File: config.mk
export PLATFORM = sky130hd
export DESIGN_NAME = grf_scoreboard
export DESIGN_NICKNAME = d
export VERILOG_FILES = /design/src/rtl/grf_scoreboard.sv
export SDC_FILE = /design/constraint.sdc
export NUM_CORES = 1
export LEC_CHECK = 0
export ABC_AREA = 0
export BUFFER_PORTS_ARGS = -buffer_cell sky130_fd_sc_hd__buf_4
export CAP_MARGIN = 10
export CORE_ASPECT_RATIO = 0.5
export CORE_MARGIN = 2
export CORE_UTILIZATION = 53
export DETAILED_ROUTE_END_ITERATION = 6
export PLACE_DENSITY = 0.83
export SLEW_MARGIN = 20
export SYNTH_ARGS = -nofsm -noshare
export SYNTH_HDL_FRONTEND = slang
export SYNTH_SLANG_ARGS = --single-unit
export TNS_END_PERCENT = 20
File: constraint.sdc
create_clock -name clk -period 3.7 [get_ports clk]
set_input_delay 0.185 -clock clk [delete_from_list [all_inputs] [get_ports clk]]
set_output_delay 0.185 -clock clk [all_outputs]
set_load 0.02 [all_outputs]
File: src/rtl/grf_scoreboard.sv
// Issue-stage hazard controller for the 32x32 GRF.
// Tracks in-flight writes per register and holds issue on RAW hazards
// or when a destination's pending-write counter is full.
//
// Handshake: an instruction is accepted (issue_fire=1) in any cycle where
// issue_valid=1 and stall=0; while stall=1 upstream must hold the
// instruction unchanged. stall depends only on registered counters and the
// current issue fields, never on writeback or flush in the same cycle.
module grf_scoreboard #(
    parameter int CNT_W = 2,
    parameter int NREG  = 32
) (
    input  logic             clk,
    input  logic             reset,
    input  logic             issue_valid,
    input  logic             issue_use_rs,
    input  logic [4:0]       issue_rs,
    input  logic             issue_use_rt,
    input  logic [4:0]       issue_rt,
    input  logic             issue_we,
    input  logic [4:0]       issue_wa,
    input  logic             wb_valid,
    input  logic [4:0]       wb_wa,
    input  logic             flush,
    output logic             stall,
    output logic             issue_fire,
    output logic [NREG-1:0]  busy_mask,
    output logic [6:0]       inflight,
    output logic             err
);

    localparam logic [CNT_W-1:0] CNT_MAX = '1;

    // cnt[0] is kept at zero so $0 never looks busy.
    logic [CNT_W-1:0] cnt [NREG];

    logic            rs_busy;
    logic            rt_busy;
    logic            wa_full;
    logic            inc;
    logic            dec;
    logic            same_reg;
    logic            dec_ok;
    logic            underflow;
    logic [NREG-1:0] inc_vec;
    logic [NREG-1:0] dec_vec;

    // Hazard detection from registered counters only.
    always_comb begin
        rs_busy    = issue_use_rs && (issue_rs != 5'd0) && (cnt[issue_rs] != '0);
        rt_busy    = issue_use_rt && (issue_rt != 5'd0) && (cnt[issue_rt] != '0);
        wa_full    = issue_we && (issue_wa != 5'd0) && (cnt[issue_wa] == CNT_MAX);
        stall      = issue_valid && (rs_busy || rt_busy || wa_full);
        issue_fire = issue_valid && !stall;
    end

    // Decode counted issue/writeback; a same-register pair cancels out.
    always_comb begin
        inc       = issue_fire && issue_we && (issue_wa != 5'd0);
        dec       = wb_valid && (wb_wa != 5'd0);
        same_reg  = inc && dec && (issue_wa == wb_wa);
        dec_ok    = dec && !same_reg && (cnt[wb_wa] != '0);
        underflow = dec && !same_reg && (cnt[wb_wa] == '0);
        inc_vec   = '0;
        dec_vec   = '0;
        if (inc && !same_reg) inc_vec[issue_wa] = 1'b1;
        if (dec_ok)           dec_vec[wb_wa]    = 1'b1;
    end

    // Counter, inflight and sticky error state; reset beats flush beats traffic.
    always_ff @(posedge clk) begin
        if (reset) begin
            for (int r = 0; r < NREG; r++) cnt[r] <= '0;
            inflight <= 7'd0;
            err      <= 1'b0;
        end else if (flush) begin
            for (int r = 0; r < NREG; r++) cnt[r] <= '0;
            inflight <= 7'd0;
        end else begin
            for (int r = 0; r < NREG; r++) begin
                if (r == 0)          cnt[r] <= '0;
                else if (inc_vec[r]) cnt[r] <= cnt[r] + CNT_W'(1);
                else if (dec_vec[r]) cnt[r] <= cnt[r] - CNT_W'(1);
            end
            inflight <= inflight + 7'(inc && !same_reg) - 7'(dec_ok);
            if (underflow) err <= 1'b1;
        end
    end

    // Busy view of the counters; bit 0 is structurally zero.
    always_comb begin
        busy_mask = '0;
        for (int r = 1; r < NREG; r++) busy_mask[r] = (cnt[r] != '0);
    end

endmodule

==> results_dict.tcl <==
set metrics [dict create \
    status "completed" \
    post-route-period-util_pct 99.1 \
    htreeDepth 3 \
    port_buffers 68 \
    rows 28 \
    path_cells "buf_4 > nor3_1 > a2111o_1 > nand2_1 > o311ai_2 > o311ai_2 > o41a_4 > ha_4 > inv_4 > ha_4 > inv_2 > fa_2 > nor2b_2 > o21ai_1 > nand2b_1 > a21o_1 > a21oi_2 > xnor2_1 > nor2_1" \
    ys_ff_latch 70 \
    num_antenna_cells 0 \
    die_y_um 81.7 \
    gp_congestion 1.02 \
    grt.total_usage_pct 35.3 \
    drtIter0Drc 1148 \
    power_w 0.00265 \
    ys_seq_area_share_pct 31.6 \
    maxCapViolCount 0 \
    ir_drop_v 0.000240 \
    io_pins 70 \
    dp_hpwl_mm 17.2 \
    detail-route-antenna-nets 0 \
    syn_inst 742 \
    worstSetupPathDepth 19 \
    holdWs_ns 0.0290 \
    required_ns 3.92 \
    grt_pass1_vias 6215 \
    drc 0 \
    critPathLaunch "cnt[5][1]$_SDFFCE_PN0P_" \
    reg2reg_slack_ns 0.03 \
    worstMarginPinSlew_ns 1.00 \
    drv_slew 0 \
    fin_area_mm2 0.00811 \
    power.leakage_nw 3.36 \
    drive_above_1_share_pct 30.2 \
    syn_to_final_growth_pct 26.6 \
    grt_pass1_wl_mm 34.7 \
    synth_common_cells "81 x inv_1, 65 x nor2_1, 62 x edfxtp_1" \
    final_cells 1042 \
    start_util_pct 54.2 \
    rsz0062_at_grt "yes" \
    clock_sinks 70 \
    hold_depth 2 \
    synth_top_cell_area_share_pct 29.1 \
    cts_root_buffer "clkbuf_16" \
    vias 6923 \
    cpMaxStageDelayCell "o41a_4" \
    cp.arrival_ns 3.89 \
    layout.nets 925 \
    clkTransAtPathRegs_ns 0.07 \
    grt_max_degree 52 \
    core-area_mm2 0.0118 \
    setup_viol 0 \
    cts.hold.buffers_added 0 \
    ys_types 77 \
    r2r-start "cnt[5][1]$_SDFFCE_PN0P_" \
    wl_per_cell_um 22.4 \
    clkPwrFrac_pct 32.5 \
    routed_wl_mm 23.3 \
    fin_setup_tns_ns 0 \
    clockBufferDepth 2 \
    die_width_um 159 \
    skew_ns 0.00903 \
    critPathBufInv 3 \
    crit_path_end_kind "register" \
    holdCritPathClass "input port to register" \
    place_area_mm2 0.00764 \
    fp.dieArea_mm2 0.0130 \
    combPwrFrac_pct 31.7 \
    crit_family "compound AO/OA/AOI/OAI gates" \
    pwr-share-seq_pct 35.8 \
    yosysTopAreaCell "edfxtp_1" \
    cts_tree "yes" \
    p_switching_w 0.000924 \
    antenna_found_initial 0 \
    swShare_pct 34.9 \
    yosysMostFrequentCell "inv_1" \
    ys_warn_count 0 \
    async_flop_share_pct 0 \
    crit_fanout 3 \
    dp_cells 1012 \
    cpPeakStageDelay_ns 0.47 \
    relSlewSlack_pct 32.9 \
    vias_per_cell 6.64 \
    synth_top_flop_cell "edfxtp_1" \
    syn_nets 795 \
    critPathKind "register to register" \
    cts_buffers 9 \
    synth_edf_count 62 \
    finalCriticalPeriod_ns 3.67 \
    powerDensity_mw_per_mm2 327 \
    finalHoldViolCount 0 \
    max_freq_mhz 273 \
    grt-ovfl-total 0 \
    critical_path.endpoint "inflight[6]$_SDFF_PP0_" \
    clkLatencyLatePin_ns 0.35 \
    rr_endpoint "inflight[6]$_SDFF_PP0_" \
    intPower_w 0.00173 \
    syn_area_mm2 0.00640 \
    r2r_cells 19 \
    yosys-top-cells-area "edfxtp_1 29%, mux4_2 8.4%, inv_1 4.7%" \
    syn_avg_cell_area_um2 8.63 \
    drt_pass1_iterations 6 \
    start_kind "register" \
]
sequential cells by signal (all words and copies together), names as in the netlist:
register	cells
err	1
inflight	7
cnt	62
logic make-up (layout without fill, tap and decap cells):
family	after synthesis	in the layout	share of synthesized area, %
AO/OA/AOI/OAI	141	141	15.9
XOR/XNOR	23	23	3.15
adder cells (fa/ha/maj)	25	25	5.00
buffers and inverters	136	271	8.89
flip-flops	70	70	31.6
multiplexers	40	40	11.0
other	1	1	0.0586
AND/OR/NAND/NOR	306	306	24.4
worst min path at each step:
stage	to	from	slack, ns
detailed placement	err$_SDFFE_PP0P_	reset	0.39
finish	err$_SDFFE_PP0P_	reset	0.03
global route	err$_SDFFE_PP0P_	reset	0.03
CTS	err$_SDFFE_PP0P_	reset	0.02
global placement	err$_SDFFE_PP0P_	reset	0.38
floorplan	err$_SDFFE_PP0P_	reset	0.25
cells in the final DEF (no fill, tap or decap), drive strengths merged, types with 8 or more instances in the layout:
cell type	n
xor2	17
o21ai	18
or2	8
nand4	8
clkbuf	9
a21oi	34
a32oi	9
ha	24
dfxtp	8
edfxtp	62
nor3	39
nand3b	9
a211oi	9
and3	10
nor2	65
nand3	55
mux2i	14
mux4	24
inv	87
and2	9
nand2	58
nand2b	9
buf	172
stage by stage:
step                      util [%]  worst slack [ns]
after global placement        64.7          -0.00588
after CTS                     67.7          0.000960
final                         68.7            0.0317
after detailed placement      64.7           -0.0721
after global routing          68.7            -0.116
after floorplan                  -            0.0327
layout make-up:
type	count	area [um2]
clock buffers	9	225
clock inverters	7	52.6
flip-flops and latches	70	2020
multi-input cells	536	3970
repair buffers	172	1310
fillers	913	3700
inverters	83	314
well taps	165	206
per-layer routing:
metal / up-vias / wire length, um / global-route usage [%]
li1: 2989 / - / -
met1: 3251 / 9040 / 46.9
met2: 593 / 9870 / 54.9
met3: 90 / 3620 / 11.2
met4: 0 / 818 / 13.1
met5: - / 0 / 0
power by group through the flow:
stage	clock [W]	sequential [W]	combinational, W
final	0.000862	0.000949	0.000840
after CTS	0.000857	0.000948	0.000801
after floorplan	0	0.000974	0.000466
after detailed placement	0	0.000964	0.000784
after global routing	0.000883	0.000954	0.000889
after global placement	0	0.000960	0.000773
timing repair:
action                                  in CTS  in global routing
setup buffers                                5                  9
resized for setup                            9                 11
pin swaps                                    1                  8
endpoints found under the setup margin       1                  4
Power figures use the tool's default switching activity.
